==> src/rtl/bcd_counter_ndigit.sv <==
// N-digit BCD up/down counter with programmable wrap limit, sync clear/load,
// count enable and combinational cascade carry for chaining instances.
module bcd_counter_ndigit #(
  parameter int DIGITS = 4
) (
  input  logic                  clk,
  input  logic                  reset,
  input  logic                  clr,
  input  logic                  load,
  input  logic [4*DIGITS-1:0]   load_val,
  input  logic                  en,
  input  logic                  up_dn,
  input  logic [4*DIGITS-1:0]   limit,
  output logic [4*DIGITS-1:0]   count,
  output logic                  tc,
  output logic                  co,
  output logic                  wrap
);

  logic [4*DIGITS-1:0] eff_limit;
  logic [4*DIGITS-1:0] load_sat;
  logic [4*DIGITS-1:0] count_inc;
  logic [4*DIGITS-1:0] count_dec;
  logic                carry;
  logic                borrow;
  logic                at_top;
  logic                at_zero;

  function automatic logic [3:0] sat9(input logic [3:0] d);
    return (d > 4'd9) ? 4'd9 : d;
  endfunction

  always_comb begin
    eff_limit = '0;
    load_sat  = '0;
    count_inc = count;
    count_dec = count;
    carry     = 1'b1;
    borrow    = 1'b1;
    for (int i = 0; i < DIGITS; i++) begin
      eff_limit[4*i +: 4] = sat9(limit[4*i +: 4]);
      load_sat[4*i +: 4]  = sat9(load_val[4*i +: 4]);
      if (carry) begin
        if (count[4*i +: 4] == 4'd9) begin
          count_inc[4*i +: 4] = 4'd0;
        end else begin
          count_inc[4*i +: 4] = count[4*i +: 4] + 4'd1;
          carry = 1'b0;
        end
      end
      if (borrow) begin
        if (count[4*i +: 4] == 4'd0) begin
          count_dec[4*i +: 4] = 4'd9;
        end else begin
          count_dec[4*i +: 4] = count[4*i +: 4] - 4'd1;
          borrow = 1'b0;
        end
      end
    end
  end

  // With every nibble held to 0..9, a plain binary compare is a BCD magnitude compare.
  assign at_top  = (count >= eff_limit);
  assign at_zero = (count == '0);
  assign tc      = up_dn ? at_top : at_zero;
  assign co      = tc & en;

  always_ff @(posedge clk or posedge reset) begin
    if (reset) begin
      count <= '0;
      wrap  <= 1'b0;
    end else begin
      wrap <= 1'b0;
      if (clr) begin
        count <= '0;
      end else if (load) begin
        count <= load_sat;
      end else if (en) begin
        if (up_dn) begin
          if (at_top) begin
            count <= '0;
            wrap  <= 1'b1;
          end else begin
            count <= count_inc;
          end
        end else begin
          if (at_zero) begin
            count <= eff_limit;
            wrap  <= 1'b1;
          end else begin
            count <= count_dec;
          end
        end
      end
    end
  end

endmodule

==> config.mk <==
export PLATFORM = sky130hd
export DESIGN_NAME = bcd_counter_ndigit
export DESIGN_NICKNAME = d
export VERILOG_FILES = /design/src/rtl/bcd_counter_ndigit.sv
export SDC_FILE = /design/constraint.sdc
export NUM_CORES = 1
export LEC_CHECK = 0
export ABC_AREA = 1
export CAP_MARGIN = 20
export CORE_MARGIN = 5
export CORE_UTILIZATION = 56
export CTS_CLUSTER_SIZE = 16
export DETAILED_ROUTE_END_ITERATION = 6
export HOLD_SLACK_MARGIN = 0.06
export PLACE_DENSITY = 0.87
export SYNTH_ARGS = -nofsm -noshare
export SYNTH_HDL_FRONTEND = slang
export SYNTH_SLANG_ARGS = --single-unit
==> constraint.sdc <==
create_clock -name clk -period 5.3 [get_ports clk]
set_clock_uncertainty 0.05 [all_clocks]
set_input_delay 0.53 -clock clk [delete_from_list [all_inputs] [get_ports clk]]
set_output_delay 0.53 -clock clk [all_outputs]
set_load 0.03 [all_outputs]
==> flow_summary.json <==
{
  "reg2reg_to": "count[14]",
  "gr-total-overflow": 0,
  "critical_path_class": "input pin to output pin",
  "grtUsageTotal_pct": 23.6,
  "ant_nets": 0,
  "yosysUniqueCellTypes": 40,
  "rrSetupSlack_ps": 2960,
  "fin_crit_sh_pct": 73.9,
  "wl_per_cell_um": 13.5,
  "post-route-min-period_ps": 3910,
  "netlist_area_um2": 2650,
  "swShare_pct": 49.4,
  "worstMarginPinSlew_ps": 723,
  "comb_power_share_pct": 61.4,
  "synth_top_area_share_pct": 17.5,
  "maxSlewHeadroom_pct": 51.8,
  "p_clk_share_pct": 13.7,
  "numPortBuffers": 56,
  "drive_above_1_share_pct": 10.2,
  "placed_area_um2": 3240,
  "yosys.area.top_type": "nand2_1",
  "totalWireLength_um": 7170,
  "clock-sinks": 17,
  "viasPerCell": 5.46,
  "p_int_uw": 381,
  "critical_path_required_ps": 4720,
  "setup_viol": 0,
  "ys_dominant_reg_cell": "dfrtp_1",
  "fillers": 417,
  "dp_hpwl_um": 5830,
  "drcViolationCount": 0,
  "rsz0062_at_grt": "no",
  "firstDrtPassIters": 5,
  "powerDensity_nw_per_um2": 229,
  "path_clk_slew_ps": 70,
  "post_cts_buffers": 0,
  "endpoint_kind": "output pin",
  "n_antenna_cell": 0,
  "gp_congestion": 0.933,
  "start_util_pct": 56.9,
  "ctsHoldBuffers": 0,
  "core_area_um2": 4660,
  "maxCapViolCount": 0,
  "netlist_instances": 426,
  "antenna_found_initial": 0,
  "crit_path_end": "co",
  "seq_power_share_pct": 25.0,
  "drt_iter0_drc": 197,
  "synthTopCellsByCount": "nand2_1, inv_1, nor2_1",
  "yosys_warnings": 0,
  "drv_slew": 0,
  "clock_path_buffers": 2,
  "ios": 57,
  "fmax_ghz": 0.255,
  "numCtsBuffers": 3,
  "cts_resized": 0,
  "worstPathArrival_ps": 3330,
  "synth-seq-cells": 17,
  "nets": 546,
  "synth_area_leaders": "nand2_1, dfrtp_1, ha_1",
  "ff2ff_path_depth": 10,
  "h-tree-depth": 1,
  "syn-mean-instance-area_um2": 6.23,
  "cts_tree": "yes",
  "async_flop_share_pct": 100,
  "finalHoldViolCount": 0,
  "worstReg2RegStart": "count[15]",
  "rows": 25,
  "hold_ws_ps": 567,
  "grt_pass1_wl_um": 12000,
  "die_w_um": 78.8,
  "insertion_delay_ps": 260,
  "grt_pass1_vias": 2699,
  "die-area_um2": 6210,
  "cts-root-buf": "clkbuf_8",
  "crit_start": "limit[2]",
  "p_leak_nw": 1.72,
  "finalSetupTns_ps": 0,
  "area_growth_pct": 24.0,
  "cp_max_fo": 7,
  "synth_edf_count": 0,
  "fin_area_um2": 3290,
  "num_vias": 2912,
  "ir_drop_mv": 0.169,
  "synth_fp_nets": 492,
  "ys_seq_area_share_pct": 16.0,
  "critPathLaunchType": "input pin",
  "yosysMostFrequentCell": "nand2_1",
  "p_switching_uw": 372,
  "hold_class": "flop to flop",
  "grt_max_degree": 18,
  "status": "completed",
  "die_h_um": 78.8
}
-- layout make-up --
cell class / instances / area (um^2) / area share, %
multi-input cells: 337 / 1940 / 59.1
flip-flops and latches: 17 / 425 / 12.9
well taps: 54 / 67.6 / 2.05
repair buffers: 56 / 561 / 17.0
clock buffers: 4 / 45.0 / 1.37
inverters: 65 / 246 / 7.50
-- per-stage QoR --
| step | setup WS (ps) | utilization (%) | cells | total power, mW |
|---|---|---|---|---|
| CTS | 1390 | 70.6 | 533 | 0.751 |
| global route | 1170 | 70.6 | 533 | 0.816 |
| floorplan | 2210 | - | 426 | 0.509 |
| detailed placement | 1400 | 69.6 | 529 | 0.648 |
| global placement | 1510 | 69.6 | 529 | 0.636 |
| finish | 1390 | 70.6 | 533 | 0.754 |
-- power groups by stage --
| stage | combinational, mW | clock, mW | sequential (mW) |
|---|---|---|---|
| 5_1_grt | 0.514 | 0.109 | 0.193 |
| 3_5_place_dp | 0.458 | 0 | 0.190 |
| 2_1_floorplan | 0.295 | 0 | 0.214 |
| 4_1_cts | 0.460 | 0.103 | 0.188 |
| 3_3_place_gp | 0.447 | 0 | 0.189 |
| 6_report | 0.463 | 0.103 | 0.188 |
-- how the worst min path moves through the flow --
stage	from	slack [ps]	cells past startpoint	endpoint
floorplan	reset	410	1	count[0]
finish	count[9]	570	2	count[9]
detailed placement	count[9]	540	2	count[9]
CTS	count[9]	560	2	count[9]
global route	count[9]	620	2	count[9]
global placement	count[9]	540	2	count[9]
-- flip-flops by register name, indices dropped and copies added, names as in the netlist --
signal and count:
count 16, wrap 1
-- logic make-up (layout without fill, tap and decap cells) --
| logic type | after synthesis | after routing | share of synthesized area, % |
|---|---|---|---|
| AO/OA/AOI/OAI | 70 | 70 | 16.0 |
| buffers and inverters | 72 | 125 | 10.7 |
| adder cells (fa/ha/maj) | 28 | 28 | 13.2 |
| XOR/XNOR | 8 | 8 | 2.64 |
| AND/OR/NAND/NOR | 231 | 231 | 41.4 |
| flip-flops | 17 | 17 | 16.0 |
-- worst max-delay path: stages --
cell and delay [ps]:
clkdlybuf4s50_1 450, o21ai_0 300, nand2_1 130, ha_1 320, nand2_1 60, nand2_1 50, nand2_1 40, nand2_1 50
nand2_1 50, nand2_1 100, nand2_2 120, nand2_2 130, nor2_4 60, nor2_1 150, nand2_1 80, inv_1 50
clkdlybuf4s50_1 660
-- layout by cell type, fill, tap and decap left out, types with 2 or more instances in the layout --
cell             instances
inv_2                   13
xnor2_1                  2
nand2_1                124
nor2_4                   5
o21ai_0                 22
nand3_1                 35
nor3_1                   4
dfrtp_1                 17
nor2_8                   2
a21oi_1                 26
nand4_1                  3
inv_1                   50
clkdlybuf4s50_1         56
nand2_4                  3
ha_1                    28
nand3_2                  2
a21oi_2                  4
xor2_1                   6
nor2_1                  42
o21ai_1                 10
nand3_4                  2
nand2_2                  4
clkbuf_8                 3
-- per-layer routing --
metal	track usage, %	vias to the layer above	routed length (um)
li1	-	1474	-
met1	29.7	1316	3010
met2	40.3	100	3500
met3	5.10	22	501
met4	7.73	0	168
met5	0	-	0
No activity file was read; power rests on OpenSTA's default activity.
